--- config.mk ---
export PLATFORM = sky130hd
export DESIGN_NAME = regfile_write_arbiter
export DESIGN_NICKNAME = d
export VERILOG_FILES = /design/src/rtl/regfile_write_arbiter.sv
export SDC_FILE = /design/constraint.sdc
export NUM_CORES = 1
export LEC_CHECK = 0
export ABC_AREA = 0
export BUFFER_PORTS_ARGS = -buffer_cell sky130_fd_sc_hd__buf_2
export CORE_UTILIZATION = 49
export DETAILED_ROUTE_END_ITERATION = 7
export PLACE_DENSITY = 0.95
export SLEW_MARGIN = 20
export SYNTH_ARGS = -nofsm -noshare
export SYNTH_HDL_FRONTEND = slang
export SYNTH_SLANG_ARGS = --single-unit
--- constraint.sdc ---
create_clock -name clk -period 5 [get_ports clk]
set_clock_uncertainty 0.2 [all_clocks]
set_input_delay 0 -clock clk [delete_from_list [all_inputs] [get_ports clk]]
set_output_delay 0 -clock clk [all_outputs]
set_load 0.02 [all_outputs]
--- src/rtl/regfile_write_arbiter.sv ---
// Four-requester round-robin arbiter for the register-file byte-write port,
// with burst locking and a single registered write stage under valid/stall control.
module regfile_write_arbiter #(
  parameter int unsigned NUM_REQ   = 4,
  parameter int unsigned BYTE_W    = 8,
  parameter int unsigned REG_CNT   = 8,
  localparam int unsigned ADDR_W    = 5,
  localparam int unsigned REG_IDX_W = 3,
  localparam int unsigned PTR_W     = 2,
  localparam int unsigned LANES     = 4,
  localparam int unsigned WORD_W    = LANES * BYTE_W
) (
  input  logic                      clk,
  input  logic                      rst,
  input  logic [NUM_REQ-1:0]        req_valid,
  input  logic [NUM_REQ-1:0]        req_last,
  input  logic [NUM_REQ*ADDR_W-1:0] req_addr,
  input  logic [NUM_REQ*BYTE_W-1:0] req_data,
  output logic [NUM_REQ-1:0]        req_ready,
  output logic                      wr_valid,
  input  logic                      wr_stall,
  output logic [REG_CNT-1:0]        wr_reg_en,
  output logic [LANES-1:0]          wr_byte_en,
  output logic [WORD_W-1:0]         wr_data,
  output logic [PTR_W-1:0]          wr_src
);

  typedef enum logic {
    ARB    = 1'b0,
    LOCKED = 1'b1
  } state_t;

  state_t            state;
  logic [PTR_W-1:0]  ptr;
  logic [PTR_W-1:0]  owner;
  logic [PTR_W-1:0]  gnt_idx;
  logic [PTR_W-1:0]  cand;
  logic              gnt_any;
  logic              can_accept;
  logic [ADDR_W-1:0] sel_addr;
  logic [BYTE_W-1:0] sel_data;
  logic              sel_last;

  // The stage can take a new write when it is empty or draining this cycle.
  assign can_accept = !wr_valid || !wr_stall;

  // Grant selection: owner only while locked, otherwise first valid from ptr upward.
  always_comb begin
    gnt_any = 1'b0;
    gnt_idx = '0;
    cand    = '0;
    if (!rst && can_accept) begin
      if (state == LOCKED) begin
        gnt_any = req_valid[owner];
        gnt_idx = owner;
      end else begin
        for (int unsigned k = 0; k < NUM_REQ; k++) begin
          cand = ptr + PTR_W'(k);
          if (!gnt_any && req_valid[cand]) begin
            gnt_any = 1'b1;
            gnt_idx = cand;
          end
        end
      end
    end
  end

  always_comb begin
    req_ready = '0;
    if (gnt_any) begin
      req_ready[gnt_idx] = 1'b1;
    end
  end

  assign sel_addr = req_addr[gnt_idx*ADDR_W +: ADDR_W];
  assign sel_data = req_data[gnt_idx*BYTE_W +: BYTE_W];
  assign sel_last = req_last[gnt_idx];

  // Arbitration state and write stage; a stalled full stage holds everything.
  always_ff @(posedge clk) begin
    if (rst) begin
      state      <= ARB;
      ptr        <= '0;
      owner      <= '0;
      wr_valid   <= 1'b0;
      wr_reg_en  <= '0;
      wr_byte_en <= '0;
      wr_data    <= '0;
      wr_src     <= '0;
    end else begin
      if (gnt_any) begin
        if (sel_last) begin
          state <= ARB;
          ptr   <= gnt_idx + PTR_W'(1);
        end else begin
          state <= LOCKED;
          owner <= gnt_idx;
        end
        wr_valid   <= 1'b1;
        wr_reg_en  <= REG_CNT'(1) << sel_addr[REG_IDX_W-1:0];
        wr_byte_en <= LANES'(1) << sel_addr[ADDR_W-1:REG_IDX_W];
        wr_data    <= {LANES{sel_data}};
        wr_src     <= gnt_idx;
      end else if (!wr_valid || !wr_stall) begin
        wr_valid   <= 1'b0;
        wr_reg_en  <= '0;
        wr_byte_en <= '0;
      end
    end
  end

endmodule

==> results of run 1 <==
==> cell usage in the layout (no fill, tap or decap), types with 4 or more instances in the layout <==
cell           count
a21oi_1           11
and2_1             6
nand2_1           51
inv_1              5
buf_2            113
a31o_2             8
nand2b_1           9
ha_1               4
nor3b_1            8
o21ai_0            9
nor4_1             6
dfxtp_1           28
nand3_1           26
dlygate4sd3_1     27
nor3_1             4
a32o_1             4
nor2_1            11
==> layout make-up <==
cell class	instances	area, µm²	area share [%]
Clock buffer	3	41.3	1.46
Clock inverter	1	30.0	1.06
Inverter	6	22.5	0.794
Multi-Input combinational cell	205	1280	45.3
Sequential cell	28	561	19.8
Tap cell	50	62.6	2.20
Timing Repair Buffer	140	836	29.5
==> report_power, final <==
part           switching, mW  leakage [nW]  total (mW)  internal [mW]
Sequential            0.0327         0.230       0.289          0.257
Clock                 0.0789        0.0357       0.186          0.107
Combinational          0.311          1.10       0.529          0.218
Total                  0.423          1.36        1.00          0.582
==> registers in the layout, indices dropped and copies added, names as in the netlist <==
name	flops
wr_byte_en	4
ptr	2
state	1
wr_reg_en	8
owner	2
wr_src	2
wr_valid	1
wr_data	8
==> worst register-to-register path: cells and delay by family (launching register included) <==
| kind | cells | cell delay, ns |
|---|---|---|
| buffers and inverters | 3 | 1.72 |
| AO/OA/AOI/OAI | 3 | 0.74 |
| AND/OR/NAND/NOR | 4 | 0.90 |
| flip-flops | 1 | 0.43 |
==> worst max path at each step <==
| stage | start | to | slack, ns | cells after the start |
|---|---|---|---|---|
| floorplan | ptr[0] | ptr[1] | 2.75 | 10 |
| global placement | state | ptr[1] | 2.07 | 8 |
| detailed placement | state | ptr[1] | 1.93 | 8 |
| CTS | state | wr_data[30] | 1.02 | 10 |
| global route | state | wr_data[25] | 0.63 | 10 |
| finish | state | wr_data[25] | 0.95 | 10 |
==> per-layer routing <==
metal  share of wire (%)  wire length [µm]
met1                  40              2470
met2                  52              3210
met3                 6.9               425
met4                0.42                26
met5                   0                 0
==> what timing repair did <==
item	CTS	global route
gates resized for setup	0	0
endpoints found under the hold margin	16	0
hold buffers	27	0
buffers inserted	0	0
==> stage by stage <==
| stage | total power [mW] | instance area, µm² |
|---|---|---|
| 6_report | 1.00 | 2840 |
| 5_1_grt | 1.07 | 2840 |
| 4_1_cts | 0.994 | 2840 |
| 3_5_place_dp | 0.764 | 2500 |
| 3_3_place_gp | 0.751 | 2500 |
| 2_1_floorplan | 0.691 | 2120 |
==> cell families (layout without fill, tap and decap cells) <==
logic type	Yosys count	in the layout	share of synthesized area [%]
AND/OR/NAND/NOR	132	132	31.1
AO/OA/AOI/OAI	65	65	24.7
buffers and inverters	44	150	12.9
flip-flops	28	28	26.5
adder cells (fa/ha/maj)	4	4	2.36
multiplexers	4	4	2.48
==> impl_metrics.toml, run 1 <==
[floorplan]
die_area_um2 = 4590
core-area_um2 = 4090
io-pin-count = 114
die_w_um = 67.8
die_h_um = 67.8
start_util_pct = 51.8
num_rows = 23

[pwr]
peakVddDrop_mv = 0.214
power_density_nw_per_um2 = 354
power_leakage_nw = 1.36

[sta]
fin_tns_setup_ns = 0
fin_crit_ns = 4.05
max-slew-margin-rel_pct = 45.2
report.final.slew_viol_count = 0
min_period_over_period_pct = 81.0
worstMarginPinSlew_ns = 0.822
rsz0062_at_grt = "false"
worst_slack_ns = 0.951
setup_viol = 0
fmax_mhz = 247
timing.hold.ws_ns = 0.0385
finalHoldViolations = 0

[synth]
yosysWarningCount = 0
synth_nets = 344
synthDominantCellAreaShare_pct = 26.5
synth.area.top_cells = "dfxtp_1, nand2_1, buf_4, nand3_1, a31o_2"
synth.most_common_cell = "nand2_1"
synth_top_area_cell = "dfxtp_1"
synth-edff-count = 0
synth.distinct_cells = 52
synth_seq_cells = 28
avgSynthCellArea_um2 = 7.65
netlist_top_cells_count = "nand2_1, dfxtp_1, nand3_1"
ys_dominant_reg_cell = "dfxtp_1"
ys_seq_area_share_pct = 26.5
async_flop_share_pct = 0
synth_area_um2 = 2120
synthCells = 277

[global_routing]
grt_overflow = 0
grt_pass1_wl_um = 9580
grt_util_met2_pct = 50.2
grt_use_met3_pct = 4.73
grt_use_total_pct = 27.0
grt_antenna_before_repair = 0
grt_max_degree = 30
grt_pass1_vias = 2225
top_usage_layer = "met2"
grt_use_met1_pct = 32.0

[cts]
cts_root_buf = "clkbuf_8"
cts_tree = "yes"
cts_buffer_depth = 2
insertion_delay_ns = 0.28
numCtsBuffers = 3
cts_sinks = 28
h-tree-depth = 1
clkTransAtPathRegs_ns = 0.10

[worst_setup_path]
cp-end-kind = "flop"
r2r-end = "wr_data[25]"
crit_family = "buffers and inverters"
worst_path_most_repeated_cell = "dlygate4sd3_1"
critPathLaunchType = "flop"
r2r_slack_ns = 0.95
critical_path_buf_inv_count = 3
slowest_delay_ns = 0.62
cp_cell_sequence = "or2_1, o22a_2, o31ai_4, nand2_2, inv_1, nand2_1, nand3_1, dlygate4sd3_1, a31o_2, dlygate4sd3_1"
r2r-start = "state"
crit_fanout = 21
r2r_cells = 10
critPathArrivalTime_ns = 4.08
worst-setup-path-type = "flop to flop"
cp_slowest_cell = "inv_1"
cp.required_ns = 5.03

[placed_design]
gp_congestion = 0.893
dp_hpwl_um = 4150
portBuffers = 113
dp_slack_ns = 1.93
dpl.cell_count = 402

[detailed_routing]
ant_nets = 0
first_pass_iters = 5
vias = 2459
drc_errors = 0
wire_per_inst_um = 14.2
wl_um = 6130
drtIter0Drc = 111
vias_per_cell = 5.68

[min_path]
hold_path.class = "input port to flop"
min_to = "wr_byte_en[1]"
min_from = "req_addr[8]"
min_path_cells = 5

[status]
outcome = "finished, final reports clean"

[cells_and_area]
drive_above_1_share_pct = 35.5
fill_cells = 313
diodes = 0
fin_cells = 433
area_growth_pct = 34.0
utilization_pct = 69.4
nNetsFinal = 451

[flow_run]
maxCapViolations = 0
No activity file was read; power rests on OpenSTA's default activity.
==> run 2: changes to the inputs <==
- CORE_UTILIZATION: 49 -> 41
- PLACE_DENSITY: 0.95 -> 0.87
- clock period: 5 -> 3.5 ns (I/O delays scaled with it)
==> run 2 against run 1 <==
Effect of this change:
- highest routed layer unchanged
- largest cell class unchanged
- clock power up 6%
- flip-flop and latch count stayed put
- non-clock buffer count is 10 higher
- critical endpoint is now wr_data[30]
==> impl_metrics.toml, run 2 (synthesized netlist as in run 1, its figures left out) <==
[floorplan]
core-area_um2 = 4850
die_w_um = 73.9
num_rows = 25
die_area_um2 = 5460
die_h_um = 73.9
io-pin-count = 114
start_util_pct = 43.7

[cts]
cts_tree = "yes"
insertion_delay_ns = 0.27
cts_root_buf = "clkbuf_8"
cts_sinks = 28
clkTransAtPathRegs_ns = 0.09
h-tree-depth = 1
numCtsBuffers = 3
post_cts_buffers = 0
cts_buffer_depth = 2

[worst_setup_path]
crit_start = "state"
worst-setup-path-type = "flop to flop"
crit_family = "buffers and inverters"
cp-end-kind = "flop"
critPathLaunchType = "flop"
critical_path_buf_inv_count = 3
critPathArrivalTime_ns = 3.23
cp.required_ns = 3.52
r2r_slack_ns = 0.29
r2r_cells = 10
cp_cell_sequence = "or2_1, o22a_2, o31ai_4, nand2_4, clkinvlp_4, buf_4, nand2_1, nand3_1, dlygate4sd3_1, a31o_2"
r2r-start = "state"
crit_fanout = 21
slowest_delay_ns = 0.57
cp_slowest_cell = "dlygate4sd3_1"
r2r-end = "wr_data[30]"

[detailed_routing]
ant_nets = 0
vias_per_cell = 5.42
drc_errors = 0
wl_um = 6530
vias = 2493
wire_per_inst_um = 14.2
first_pass_iters = 4
drtIter0Drc = 133

[global_routing]
grt_antenna_before_repair = 0
grt_pass1_wl_um = 10200
grt_pass1_vias = 2319
grt_use_total_pct = 24.0
grt_overflow = 0
grt_max_degree = 30

[pwr]
fin_total_pwr_mw = 1.37
peakVddDrop_mv = 0.288
power_density_nw_per_um2 = 465
power_leakage_nw = 1.37

[sta]
report.final.slew_viol_count = 0
fin_tns_setup_ns = 0
min_period_over_period_pct = 91.7
worstMarginPinSlew_ns = 0.855
setup_viol = 0
finalHoldViolations = 0
max-slew-margin-rel_pct = 43.0
rsz0062_at_grt = "false"
fin_crit_ns = 3.21
fmax_mhz = 312

[cells_and_area]
nNetsFinal = 461
final_cell_mix = "buf_2, nand2_1, dlygate4sd3_1"
fill_cells = 450
area_growth_pct = 39.3
drive_above_1_share_pct = 35.4
largestRegisters = "wr_data (8), wr_reg_en (8), wr_byte_en (4)"
diodes = 0
fin_area_um2 = 2950
final_common_cell = "buf_2"

[min_path]
min_from = "req_addr[13]"
min_to = "wr_byte_en[2]"
min_path_cells = 5
hold_path.class = "input port to flop"

[placed_design]
dp_hpwl_um = 4490
place_area_um2 = 2530
gp_congestion = 0.965
portBuffers = 113

[status]
outcome = "finished, final reports clean"

[flow_run]
maxCapViolations = 0
run 2: final cells by class:
type | instances | area (µm²) | area share, %
sequential | 28 | 561 | 19.0
tap | 67 | 83.8 | 2.84
timing repair buffer | 150 | 933 | 31.6
inverter | 6 | 28.8 | 0.975
multi-input combinational | 205 | 1290 | 43.7
clock buffer | 4 | 55.1 | 1.87
run 2: per-stage QoR:
stage | std cells | hold slack, ns | util [%] | setup WS [ns]
2_1_floorplan | 277 | -0.0326 | - | 1.25
3_3_place_gp | 421 | 0.132 | 52.2 | 0.800
3_5_place_dp | 421 | 0.139 | 52.2 | 0.712
4_1_cts | 460 | 0.0397 | 60.6 | 0.121
5_1_grt | 460 | 0.0604 | 60.9 | 0.113
6_report | 460 | 0.0476 | 60.9 | 0.291
run 2: where the power goes:
part | internal, mW | switching [mW]
Combinational | 0.310 | 0.450
Sequential | 0.367 | 0.0475
Clock | 0.101 | 0.0974
run 2: worst register-to-register path, delay by kind of cell (launching register included):
family,cells,cell delay [ns]
AO/OA/AOI/OAI,3,0.77
AND/OR/NAND/NOR,4,0.74
flip-flops,1,0.43
buffers and inverters,3,1.01
run 2: timing repair:
action                                  4_1_cts  5_1_grt
gates resized for setup                       0        5
hold buffers                                 35        0
hold endpoints to repair                     16        0
endpoints found under the setup margin        0        5
run 2: how the worst max path moves through the flow:
stage | depth (start not counted) | to | slack, ns
floorplan | 10 | ptr[1] | 1.25
global placement | 9 | wr_data[23] | 0.80
detailed placement | 9 | wr_data[30] | 0.71
CTS | 10 | wr_data[30] | 0.12
global route | 10 | wr_data[23] | 0.11
finish | 10 | wr_data[30] | 0.29
run 2: layer usage:
layer / global-route usage [%] / routed length [µm] / vias to the layer above / part of all wire, %
met5: 0 / 0 / - / 0
met4: 6.41 / 86 / 0 / 1.3
met3: 4.25 / 334 / 10 / 5.1
met2: 43.0 / 3310 / 98 / 51
met1: 29.5 / 2800 / 1182 / 43
li1: - / - / 1203 / -
